File: src/rtl/alu_pkg.sv
// Shared definitions for the R-type ALU execute unit: MIPS funct codes,
// control state encoding and a legality check on the funct field.
package alu_pkg;

   localparam logic [5:0] FN_ADD   = 6'b100000;
   localparam logic [5:0] FN_SUB   = 6'b100010;
   localparam logic [5:0] FN_AND   = 6'b100100;
   localparam logic [5:0] FN_OR    = 6'b100101;
   localparam logic [5:0] FN_NOR   = 6'b100111;
   localparam logic [5:0] FN_SLT   = 6'b101010;
   localparam logic [5:0] FN_MULTU = 6'b011001;
   localparam logic [5:0] FN_MFHI  = 6'b010000;
   localparam logic [5:0] FN_MFLO  = 6'b010010;

   typedef enum logic {
      S_IDLE = 1'b0,
      S_MUL  = 1'b1
   } state_t;

   function automatic logic isLegalFunct(input logic [5:0] f);
      case (f)
         FN_ADD, FN_SUB, FN_AND, FN_OR, FN_NOR, FN_SLT,
         FN_MULTU, FN_MFHI, FN_MFLO: isLegalFunct = 1'b1;
         default:                    isLegalFunct = 1'b0;
      endcase
   endfunction

endpackage

File: src/rtl/alu_mul_iter.sv
// Iterative unsigned shift-add multiplier. One partial-product step per
// cycle for WIDTH cycles. The accumulator starts as {0, multiplier}; each
// step conditionally adds the multiplicand into the upper half and shifts
// the whole thing right, so after WIDTH steps it holds the full product.
// 'done' is high during the final step cycle and 'product' shows the value
// the accumulator takes at the end of the current step, so the parent can
// capture the finished product on the same edge the multiplier retires.
module alu_mul_iter #(
   parameter int WIDTH = 32
) (
   input  logic                 clk,
   input  logic                 rst_n,
   input  logic                 start,
   input  logic [WIDTH-1:0]     opA,
   input  logic [WIDTH-1:0]     opB,
   output logic                 busy,
   output logic                 done,
   output logic [2*WIDTH-1:0]   product
);

   localparam int CNT_W = $clog2(WIDTH + 1);

   logic [WIDTH-1:0]   mcand;
   logic [2*WIDTH-1:0] acc;
   logic [CNT_W-1:0]   cnt;
   logic [WIDTH-1:0]   addend;
   logic [WIDTH:0]     partial;
   logic [2*WIDTH-1:0] accNext;

   // one shift-add step: add multiplicand if the current low bit is set, then shift right
   always_comb begin
      addend  = acc[0] ? mcand : '0;
      partial = {1'b0, acc[2*WIDTH-1:WIDTH]} + {1'b0, addend};
      accNext = {partial, acc[WIDTH-1:1]};
      done    = busy && (cnt == CNT_W'(WIDTH - 1));
      product = accNext;
   end

   // operand latch, accumulator and iteration counter
   always_ff @(posedge clk or negedge rst_n) begin
      if (!rst_n) begin
         mcand <= '0;
         acc   <= '0;
         cnt   <= '0;
         busy  <= 1'b0;
      end else if (start) begin
         mcand <= opA;
         acc   <= {{WIDTH{1'b0}}, opB};
         cnt   <= '0;
         busy  <= 1'b1;
      end else if (busy) begin
         acc <= accNext;
         cnt <= cnt + CNT_W'(1);
         if (done) begin
            busy <= 1'b0;
         end
      end
   end

endmodule

File: src/rtl/alu_multicycle.sv
// MIPS R-type execute unit: single-cycle logic/arith/SLT/MFHI/MFLO plus an
// iterative MULTU writing HI/LO. Valid/ready handshake on both sides; the
// output register holds until consumed.
//
// state  | meaning
// S_IDLE | accepting requests whenever the output slot is free or draining
// S_MUL  | multiplier iterating; input side stalled until the product lands
module alu_multicycle
   import alu_pkg::*;
#(
   parameter int WIDTH = 32
) (
   input  logic             clk,
   input  logic             rst_n,
   input  logic             in_valid,
   output logic             in_ready,
   input  logic [5:0]       funct,
   input  logic [WIDTH-1:0] src_a,
   input  logic [WIDTH-1:0] src_b,
   output logic             out_valid,
   input  logic             out_ready,
   output logic [WIDTH-1:0] result,
   output logic             zero,
   output logic             ovf,
   output logic             illegal
);

   state_t state;
   state_t stateNext;

   logic                 inReadyInt;
   logic                 accept;
   logic                 isMultu;
   logic                 mulStart;
   logic                 mulBusy;
   logic                 mulDone;
   logic [2*WIDTH-1:0]   mulProduct;

   logic [WIDTH-1:0]     hiReg;
   logic [WIDTH-1:0]     loReg;
   logic [WIDTH-1:0]     resultReg;
   logic                 zeroReg;
   logic                 ovfReg;
   logic                 illegalReg;
   logic                 outValidReg;

   logic [WIDTH-1:0]     sumAB;
   logic [WIDTH-1:0]     diffAB;
   logic                 ovfAdd;
   logic                 ovfSub;
   logic [WIDTH-1:0]     opResult;
   logic                 opOvf;
   logic                 opIllegal;

   assign isMultu = (funct == FN_MULTU);

   alu_mul_iter #(.WIDTH(WIDTH)) uMul (
      .clk     (clk),
      .rst_n   (rst_n),
      .start   (mulStart),
      .opA     (src_a),
      .opB     (src_b),
      .busy    (mulBusy),
      .done    (mulDone),
      .product (mulProduct)
   );

   // single-cycle datapath; SLT uses diff sign corrected by overflow so it stays right when a-b wraps
   always_comb begin
      sumAB     = src_a + src_b;
      diffAB    = src_a - src_b;
      ovfAdd    = (src_a[WIDTH-1] == src_b[WIDTH-1]) && (sumAB[WIDTH-1] != src_a[WIDTH-1]);
      ovfSub    = (src_a[WIDTH-1] != src_b[WIDTH-1]) && (diffAB[WIDTH-1] != src_a[WIDTH-1]);
      opResult  = '0;
      opOvf     = 1'b0;
      opIllegal = !isLegalFunct(funct);
      case (funct)
         FN_AND:  opResult = src_a & src_b;
         FN_OR:   opResult = src_a | src_b;
         FN_NOR:  opResult = ~(src_a | src_b);
         FN_ADD: begin
            opResult = sumAB;
            opOvf    = ovfAdd;
         end
         FN_SUB: begin
            opResult = diffAB;
            opOvf    = ovfSub;
         end
         FN_SLT:  opResult = {{(WIDTH-1){1'b0}}, diffAB[WIDTH-1] ^ ovfSub};
         FN_MFHI: opResult = hiReg;
         FN_MFLO: opResult = loReg;
         default: opResult = '0;
      endcase
   end

   // state register
   always_ff @(posedge clk or negedge rst_n) begin
      if (!rst_n) begin
         state <= S_IDLE;
      end else begin
         state <= stateNext;
      end
   end

   // next-state: enter MUL on an accepted MULTU, leave on the final multiply step
   always_comb begin
      stateNext = state;
      case (state)
         S_IDLE:  if (accept && isMultu) stateNext = S_MUL;
         S_MUL:   if (mulDone) stateNext = S_IDLE;
         default: stateNext = S_IDLE;
      endcase
   end

   // handshake outputs: stall while multiplying or while a result is stuck downstream
   always_comb begin
      inReadyInt = (state == S_IDLE) && !mulBusy && (!outValidReg || out_ready);
      accept     = in_valid && inReadyInt;
      mulStart   = accept && isMultu;
   end

   // output register, flags and HI/LO; a new result may overwrite one being consumed this cycle
   always_ff @(posedge clk or negedge rst_n) begin
      if (!rst_n) begin
         resultReg   <= '0;
         zeroReg     <= 1'b0;
         ovfReg      <= 1'b0;
         illegalReg  <= 1'b0;
         outValidReg <= 1'b0;
         hiReg       <= '0;
         loReg       <= '0;
      end else if (accept && !isMultu) begin
         resultReg   <= opResult;
         zeroReg     <= (opResult == '0);
         ovfReg      <= opOvf;
         illegalReg  <= opIllegal;
         outValidReg <= 1'b1;
      end else if ((state == S_MUL) && mulDone) begin
         hiReg       <= mulProduct[2*WIDTH-1:WIDTH];
         loReg       <= mulProduct[WIDTH-1:0];
         resultReg   <= mulProduct[WIDTH-1:0];
         zeroReg     <= (mulProduct[WIDTH-1:0] == '0);
         ovfReg      <= 1'b0;
         illegalReg  <= 1'b0;
         outValidReg <= 1'b1;
      end else if (outValidReg && out_ready) begin
         outValidReg <= 1'b0;
      end
   end

   assign in_ready  = inReadyInt;
   assign out_valid = outValidReg;
   assign result    = resultReg;
   assign zero      = zeroReg;
   assign ovf       = ovfReg;
   assign illegal   = illegalReg;

endmodule

File: config.mk
export PLATFORM = sky130hd
export DESIGN_NAME = alu_multicycle
export DESIGN_NICKNAME = d
export VERILOG_FILES = /design/src/rtl/alu_pkg.sv /design/src/rtl/alu_mul_iter.sv /design/src/rtl/alu_multicycle.sv
export SDC_FILE = /design/constraint.sdc
export NUM_CORES = 1
export LEC_CHECK = 0
export BUFFER_PORTS_ARGS = -buffer_cell sky130_fd_sc_hd__buf_4
export CAP_MARGIN = 40
export CELL_PAD_IN_SITES_DETAIL_PLACEMENT = 0
export CELL_PAD_IN_SITES_GLOBAL_PLACEMENT = 1
export CORE_MARGIN = 3
export CORE_UTILIZATION = 45
export CTS_CLUSTER_DIAMETER = 80
export CTS_CLUSTER_SIZE = 8
export DETAILED_ROUTE_END_ITERATION = 12
export PLACE_DENSITY_LB_ADDON = 0.3
export SLEW_MARGIN = 5
export SYNTH_ARGS = -nofsm -noshare
export SYNTH_HDL_FRONTEND = slang
export SYNTH_SLANG_ARGS = --single-unit
File: constraint.sdc
create_clock -name clk -period 5.15 [get_ports clk]
set_input_delay 1.03 -clock clk [delete_from_list [all_inputs] [get_ports clk]]
set_output_delay 1.03 -clock clk [all_outputs]
set_load 0.05 [all_outputs]
# ---- After elaboration in Yosys (flattened, before gate mapping)
# Cells that the tools add are included.
dict set report word_totals {
  reg_bits 204
  out_inout_bits 37
  word_cells 81
}
dict set report op_classes {
  addsub 4
  eq_ne 14
  muxes 23
  bitwise 6
  n_reduce_logical 22
}
# operator n
set op_table {}
lappend op_table {{one-hot mux 32 bit (8 select lines)} 1}
lappend op_table {{two-way mux 64 bit} 2}
lappend op_table {{two-way mux 32 bit} 3}
lappend op_table {{zero test 32 bit} 2}
lappend op_table {{equality test 6 bit (second input constant)} 6}
lappend op_table {{adder 32 x 32 -> 33 bit} 1}
lappend op_table {{adder 32 bit} 1}
lappend op_table {{bitwise AND 32 bit} 1}
lappend op_table {{NOT 32 bit} 1}
lappend op_table {{bitwise OR 32 bit} 1}
lappend op_table {{subtractor 32 bit} 1}
lappend op_table {{equality test 6 x 5 -> 1 bit (second input constant)} 4}
lappend op_table {{two-way mux 1 bit} 13}
lappend op_table {{two-way mux 6 bit} 2}
lappend op_table {{logical AND 1 bit} 10}
lappend op_table {{OR reduction 9 bit} 1}
lappend op_table {{adder 6 x 1 -> 6 bit (second input constant)} 1}
lappend op_table {{zero test 1 bit} 4}
lappend op_table {{one-hot mux 1 bit (2 select lines)} 2}
lappend op_table {{nonzero test 2 bit} 2}
lappend op_table {{inequality test 1 bit} 3}
lappend op_table {{nonzero test 3 bit} 1}
lappend op_table {{NOT 1 bit} 2}
lappend op_table {{AND reduction 2 bit} 1}
lappend op_table {{other kinds (3)} 3}

# ---- Longest topological paths before layout
# Gate-level depths: netlist of the first run.
dict set report depth {
  word_depth 7
  mapped_depth 25
  depth_no_buf 24
}

# ---- By module
# A second synthesis of the first run with hierarchy kept.
dict set report hier_totals {
  cells_unflattened 1949
  area_unflattened_um2 16019.1
}
# mod instances cells_each area_per_inst_um2 seq_area_each_um2
set modules_own_cells {}
lappend modules_own_cells {alu_multicycle 1 1292 9629.2 2527.4}
lappend modules_own_cells {alu_mul_iter 1 657 6389.9 2577.5}

# ---- Worst setup path before layout of the first run
# No wires, ideal clock.
dict set report synth_path {
  path_type {input -> register}
  start {input port src_a[1]}
  end {register zeroReg, in the netlist zero}
  setup_time_ps 92
  t_arrival_ps 5717
  required_ps 5058
  setup_slack_ps -659
  path_stages 24
  cell_sequence {inv_1 -> ha_1 -> o21ba_1 -> a2111o_1 -> a31oi_4 -> a211o_1 -> a211oi_2 -> o31ai_1 -> a221oi_1 -> o21ai_0 -> a21oi_1 -> o21bai_1 -> a21oi_1 -> fa_1 -> a32o_1 -> a32o_1 -> a221oi_1 -> nand4_1 -> nor4_1 -> nand4_1 -> or4_4 -> nor4_2 -> nand4_1 -> o31ai_2}
}
dict set report synth_via {
  elab_chain_cells 7
  word_cells_on_any_way 11
}
# element line_no
set synth_rtl {}
lappend synth_rtl {{start, declared} alu_multicycle.sv:18} ;# input logic [WIDTH-1:0] src_a,
lappend synth_rtl {{subtractor 32 bit} alu_multicycle.sv:71} ;# diffAB = src_a - src_b;
lappend synth_rtl {{inequality test 1 bit} alu_multicycle.sv:73} ;# ovfSub = (src_a[WIDTH-1] != src_b[WIDTH-1]) && (diffAB[WIDTH-1] != src_a[WIDTH-1]);
lappend synth_rtl {{logical AND 1 bit} alu_multicycle.sv:73}
lappend synth_rtl {{XOR 1 bit} alu_multicycle.sv:89} ;# FN_SLT: opResult = {{(WIDTH-1){1'b0}}, diffAB[WIDTH-1] ^ ovfSub};
lappend synth_rtl {{one-hot mux 32 bit (8 select lines) *} alu_multicycle.sv:77} ;# case (funct)
lappend synth_rtl {{zero test 32 bit *} alu_multicycle.sv:134} ;# zeroReg <= (opResult == '0);
lappend synth_rtl {{two-way mux 1 bit *} alu_multicycle.sv:132} ;# end else if (accept && !isMultu) begin
lappend synth_rtl {{end signal, assigned} alu_multicycle.sv:134}
lappend synth_rtl {{end signal, assigned} alu_multicycle.sv:142} ;# zeroReg <= (mulProduct[WIDTH-1:0] == '0);
lappend synth_rtl {{end, declared} alu_multicycle.sv:42} ;# logic zeroReg;
# Every way passes the cells marked *; elsewhere a longest branch is shown, timed or not.
# A chain may end at the register's enable or synchronous reset.

# ---- Worst setup path after layout of the first run
# Ends and elaborated chain as after synthesis.

==> impl_metrics.ini, run 1 <==
[status]
status = complete, but fails checks
violations = setup timing

[placement]
numPortBuffers = 110
dp.cells = 2617
post-place-ws_ns = -1.32
dp_hpwl_mm = 47.3
finalWeightedCongestion = 0.992
postPlaceCellArea_um2 = 18300

[synth]
yosysTopAreaCell = dfrtp_1
synth.area.top_cells = dfrtp_1 32%, ha_1 11%, nand2_1 9.5%
synth_edf_count = 0
yosys.area.top_type_share_pct = 32.5
synth_top_cells_by_count = 399 x nand2_1, 204 x dfrtp_1, 172 x o21ai_0, 136 x ha_1, 128 x nor2_1
ys_types = 88
synthesis.area_um2 = 15700
synth_area_per_cell_um2 = 7.97
ys_warn_count = 0
synthArstFlopShare_pct = 100
syn_nets = 2186
synthCells = 1972
ys_dominant_reg_cell = dfrtp_1
synth-seq-cells = 204
seq_area_frac_synth_pct = 32.5
synth.most_common_cell = nand2_1

[worst_setup_path]
r2r-start = uMul.acc[0]
arrival_ns = 6.05
path_class = in2reg
critPathMaxFanout = 2
startpoint = src_a[1]
cp-start-kind = input port
end_kind = flop
critPathRequiredTime_ns = 5.64

[timing]
final.setup_skew_ns = 0.0129
post-route-period-util_pct = 108
slew_headroom_pct = 36.8
grt_setup_unrepaired = yes
worst_slack_ns = -0.410
fmax_mhz = 180
slew_violations = 0
holdWs_ns = 0.474
finalSetupTns_ns = -0.410
finalSetupViolations = 1
hold_viol = 0
finalCriticalPeriod_ns = 5.56
worst_slew_pin_slew_ns = 0.946

[run]
drv_cap = 0

[floorplanning]
dieArea_um2 = 37200
die_x_um = 193
row_count = 67
io_pins = 111
fp.coreArea_um2 = 34000
die-height_um = 193
start_util_pct = 46.3

[clock_network]
cts.sink_count = 204
clock_latency_ns = 0.59
post_cts_buffers = 0
cts_inserted_buffers = 30
cts_hold_buf = 0
h-tree-depth = 1
cts_max_path_buffers = 3
clockRootBuffer = clkbuf_16
cts.clk_slew.worst_paths_ns = 0.05
cts_tree = built

[power_and_ir_drop]
vdd.ir_drop.worst_mv = 0.382
p_leak_nw = 9.43
p_per_area_nw_per_um2 = 354
finalPower_mw = 6.77

[routing]
met1_length_mm = 27.2
first_pass_iters = 7
routed.top_layer = met5
drt-vias-per-instance = 6.04
vias = 16100
routedWlPerCell_um = 23.5
dr_wl_met2_mm = 26.7
drc = 0
ant_nets = 0
drt_wl_total_mm = 62.4
met3_length_mm = 6.52
drt-initial-drc-count = 1412

[layout]
seq_area_um2 = 5110
final_cells = 2656
nets = 2416
syn_to_final_growth_pct = 21.6
final_area_um2 = 19100
multiInputGateArea_um2 = 9830
fill_cells = 3231
fin_util_pct = 56.3
drive_above_1_share_pct = 17.9

[global_routing]
gr-total-overflow = 0
grt_util_all_layers_pct = 33.1
grt_antenna_before_repair = 3
grt_max_degree = 114
grt_pass1_vias = 15500
grt_pass1_wl_mm = 93.4

[min_path]
worstHoldStart = uMul.mcand[23]
hold_class = reg2reg
==> worst paths after layout <==
| kind | cells past startpoint | slack, ns | end |
|---|---|---|---|
| max | 25 | -0.41 | zero |
| min | 2 | 0.47 | uMul.mcand[23] |
| max reg2reg | 14 | 1.31 | hiReg[26] |
| min reg2reg | 2 | 0.47 | uMul.mcand[23] |
| max in group asynchronous | 2 | 3.66 | uMul.acc[8] |
| min in group asynchronous | 1 | 0.48 | uMul.acc[33] |
==> critical path, cell delays in order <==
cell and delay (ns):
buf_4 0.10, clkinvlp_4 0.10, ha_4 0.22, o21ba_1 0.18
a2111o_1 0.43, a31oi_4 0.23, a211o_4 0.21, a211oi_4 0.08
o31ai_2 0.24, a221oi_2 0.12, o21ai_1 0.15, a21oi_1 0.09
o21bai_1 0.17, a21oi_2 0.08, fa_2 0.34, a32o_1 0.23
a32o_1 0.21, a221oi_2 0.25, nand4_1 0.18, nor4_2 0.27
nand4_1 0.19, or4_4 0.47, nor4_4 0.15, nand4_1 0.13
o31ai_2 0.20
==> flip-flops by register name, indices dropped and copies added (netlist names) <==
name and cells:
illegal 1, uMul.cnt 6, result 32, ovf 1
zero 1, uMul.busy 1, loReg 32, state 1
uMul.acc 64, out_valid 1, uMul.mcand 32, hiReg 32
==> final cells by class <==
| cell class | count | area share [%] |
|---|---|---|
| Multi-Input combinational cell | 1546 | 51.4 |
| Sequential cell | 204 | 26.7 |
| Timing Repair Buffer | 316 | 12.7 |
| Clock buffer | 34 | 4.00 |
| Tap cell | 448 | 2.93 |
| Inverter | 104 | 2.06 |
| Clock inverter | 3 | 0.229 |
| Antenna cell | 1 | 0.0131 |
==> layout by cell type (no fill, tap or decap), drive strengths merged, types with 12 or more instances in the layout <==
| master | n |
|---|---|
| a211oi | 18 |
| a21o | 30 |
| a21oi | 110 |
| a221o | 19 |
| a221oi | 14 |
| a22oi | 57 |
| a31oi | 17 |
| and2 | 39 |
| and3 | 14 |
| buf | 316 |
| clkbuf | 34 |
| dfrtp | 204 |
| ha | 136 |
| inv | 102 |
| mux2i | 15 |
| nand2 | 399 |
| nand3 | 33 |
| nand4 | 20 |
| nor2 | 128 |
| nor2b | 16 |
| nor3 | 42 |
| nor4 | 21 |
| o21a | 12 |
| o21ai | 175 |
| o31ai | 19 |
| xnor2 | 27 |
| xor2 | 26 |
==> per-layer routing <==
metal	global-route usage, %	vias up
li1	-	7435
met1	46.8	7773
met2	49.7	724
met3	9.19	121
met4	9.49	2
met5	0	-
==> kinds of logic (layout without fill, tap and decap cells) <==
family | count (synthesis) | count (layout) | synth area share (%)
other | 0 | 1 | 0
buffers and inverters | 222 | 457 | 5.83
muxes | 19 | 19 | 1.24
AOI/OAI and AO/OA | 587 | 587 | 25.2
DFF | 204 | 204 | 32.5
adders and majority gates | 140 | 140 | 11.3
xor gates and xnor gates | 53 | 53 | 2.95
and+or+nand+nor | 747 | 747 | 21.0
==> timing repair <==
action,4_1_cts,5_1_grt
gates resized for setup,7,1
setup endpoints to repair,1,1
pin swaps,8,6
==> power by group <==
| group | total [mW] | internal (mW) | switching (mW) |
|---|---|---|---|
| combinational | 2.63 | 0.918 | 1.71 |
| clock | 1.79 | 1.03 | 0.761 |
| sequential | 2.35 | 1.95 | 0.400 |
No activity file was read; power rests on OpenSTA's default activity.
==> inputs of run 2 (changes only) <==
--- a/config.mk
+++ b/config.mk
@@ -5,6 +5,8 @@
 export SDC_FILE = /design/constraint.sdc
 export NUM_CORES = 1
 export LEC_CHECK = 0
+export ABC_AREA = 1
+export ABC_CLOCK_PERIOD_IN_PS = 5150
 export BUFFER_PORTS_ARGS = -buffer_cell sky130_fd_sc_hd__buf_4
 export CAP_MARGIN = 40
 export CELL_PAD_IN_SITES_DETAIL_PLACEMENT = 0
@@ -15,6 +17,7 @@
 export CTS_CLUSTER_SIZE = 8
 export DETAILED_ROUTE_END_ITERATION = 12
 export PLACE_DENSITY_LB_ADDON = 0.3
+export SETUP_SLACK_MARGIN = 0.1
 export SLEW_MARGIN = 5
 export SYNTH_ARGS = -nofsm -noshare
 export SYNTH_HDL_FRONTEND = slang
==> impl_metrics.ini, run 2 <==
[status]
status = finished clean

[worst_setup_path]
cp-start-kind = input port
end_kind = flop
slowest_delay_ns = 0.52
slowest_stage = fa_1
reg2reg_to = hiReg[29]
worstPathCellList = buf_4 > inv_1 > ha_1 > nor2_1 > nand3_1 > nand3_2 > nand2_1 > nand2_1 > nand2_1 > a21oi_2 > nor2_1 > nor2_1 > nor2_1 > fa_1 > o22ai_1 > nor3_1 > nand2_1 > nor2_1 > nand4_1 > nor2_1 > nand3_1 > nand2_1
critPathMaxFanout = 9
cpLargestDelayFamily = simple AND/OR/NAND/NOR gates
critPathRequiredTime_ns = 5.66
path_buf_inv = 2
path_class = in2reg
cpMostUsedCell = nor2_1
r2r_setup_slack_ns = 1.81
r2r-start = uMul.acc[0]
arrival_ns = 4.30
ff2ff_path_depth = 15

[routing]
first_pass_iters = 8
vias = 17700
routedWlPerCell_um = 23.5
ant_nets = 0
drt-vias-per-instance = 5.72
drt-initial-drc-count = 1769
drc = 0
drt_wl_total_mm = 72.6

[timing]
final.setup_skew_ns = 0.0356
hold_viol = 0
fmax_mhz = 264
worst_slew_pin_slew_ns = 0.874
finalSetupViolations = 0
grt_setup_unrepaired = no
slew_headroom_pct = 41.0
post-route-period-util_pct = 73.6
slew_violations = 0
finalCriticalPeriod_ns = 3.79
finalSetupTns_ns = 0
worst_slack_ns = 1.36

[synth]
synth.most_common_cell = nand2_1
synth.area.top_cells = dfrtp_1 30%, nand2_1 18%, ha_1 10%
synth-seq-cells = 204
synth_area_per_cell_um2 = 6.63
synthArstFlopShare_pct = 100
seq_area_frac_synth_pct = 30.3
ys_warn_count = 0
yosys.area.top_type_share_pct = 30.3
synth_top_cells_by_count = 786 x nand2_1, 394 x inv_1, 204 x dfrtp_1, 194 x nand3_1, 191 x nor2_1
syn_nets = 2758
ys_types = 55
synthCells = 2544
synth_edf_count = 0
synthesis.area_um2 = 16900
ys_dominant_reg_cell = dfrtp_1
yosysTopAreaCell = dfrtp_1

[power_and_ir_drop]
p_leak_nw = 10.1
p_switching_mw = 2.41
p_per_area_nw_per_um2 = 317
p_seq_share_pct = 36.4
p_int_mw = 3.58
vdd.ir_drop.worst_mv = 0.252
switching_share_pct = 40.2
pwr-share-comb_pct = 31.8
pwr-share-clk_pct = 31.9

[clock_network]
cts.sink_count = 204
post_cts_buffers = 0
cts_tree = built
cts_inserted_buffers = 31
cts_hold_buf = 0
cts_max_path_buffers = 3
clock_latency_ns = 0.60
cts.clk_slew.worst_paths_ns = 0.06
h-tree-depth = 1
cts-resized-gates = 0
clockRootBuffer = clkbuf_16

[layout]
layout_commonest_cell = nand2_1
top_register = uMul.acc
largest_reg_flops = 64
fin_util_pct = 51.4
drive_above_1_share_pct = 8.35
final_cell_mix = 786 x nand2_1, 394 x inv_1, 204 x dfrtp_1
nets = 2831
syn_to_final_growth_pct = 12.2
final_cells = 3093

[global_routing]
grt_pass1_vias = 16900
grt_antenna_before_repair = 2
gr-total-overflow = 0
grt_util_all_layers_pct = 35.9
grt_pass1_wl_mm = 107
grt_max_degree = 100

[floorplanning]
io_pins = 111
start_util_pct = 45.8
fp.coreArea_um2 = 36800
die-height_um = 200
row_count = 70
die_x_um = 200
dieArea_um2 = 39800

[placement]
dp.cells = 3052
numPortBuffers = 110
post-place-ws_ns = 0.859
finalWeightedCongestion = 1.02
dp_hpwl_mm = 57.1

[run]
drv_cap = 0

[min_path]
hold_class = in2async
==> run 2: changes by cell type after synthesis, sizes merged, moves of 24 or more <==
cell and delta:
nand2 +389, inv +302, nand3 +168, nor2 +75, a22oi -52, clkbuf -52, and2 -38, buf +24
==> run 2: worst max-delay path by stage <==
stage,cells past startpoint,startpoint,end
after floorplan,22,src_a[16],zero
after global placement,25,src_a[4],zero
after detailed placement,22,src_a[4],zero
after CTS,22,src_a[4],zero
after global routing,27,src_a[8],zero
final,22,src_a[4],zero
==> run 2: logic make-up (layout without fill, tap and decap cells) <==
family          count (synthesis)  in the layout  synth area share, %
fa+ha+maj                     140            140                 10.6
xor+xnor                       22             22                 1.14
compound gates                411            411                 14.7
simple gates                 1272           1272                 31.4
buf+inv                       495            575                 11.9
other cells                     0              1                    0
flops                         204            204                 30.3
==> run 2: final cells by class <==
class,instances,area [um2]
diodes,1,2.50
clock buffers,35,791
clock inverters,5,68.8
fillers,3762,17900
inverters,405,1520
multi-input cells,1845,9770
flip-flops and latches,204,5100
well taps,468,586
repair buffers,130,1070
==> run 2: power by group through the flow <==
stage,Sequential (mW),Clock (mW),Combinational (mW)
2_1_floorplan,2.10,0,1.16
3_3_place_gp,2.19,0,1.81
3_5_place_dp,2.18,0,1.86
4_1_cts,2.16,1.93,1.87
5_1_grt,2.19,1.98,2.08
6_report,2.18,1.91,1.90
==> run 2: metal layers <==
| layer | vias up | GRT usage (%) | part of all wire, % |
|---|---|---|---|
| li1 | 8311 | - | - |
| met1 | 8451 | 51.2 | 44 |
| met2 | 829 | 53.8 | 43 |
| met3 | 110 | 10.4 | 10 |
| met4 | 4 | 8.84 | 2.7 |
| met5 | - | 0 | 0.039 |
==> run 2: stage by stage <==
stage          instance area [um2]  power (mW)  hold slack (ns)
3_5_place_dp                 18100        4.03            0.471
4_1_cts                      18900        5.95            0.309
6_report                     18900        5.99            0.312
2_1_floorplan                16900        3.26            0.449
3_3_place_gp                 17900        4.00            0.464
5_1_grt                      18900        6.25            0.321
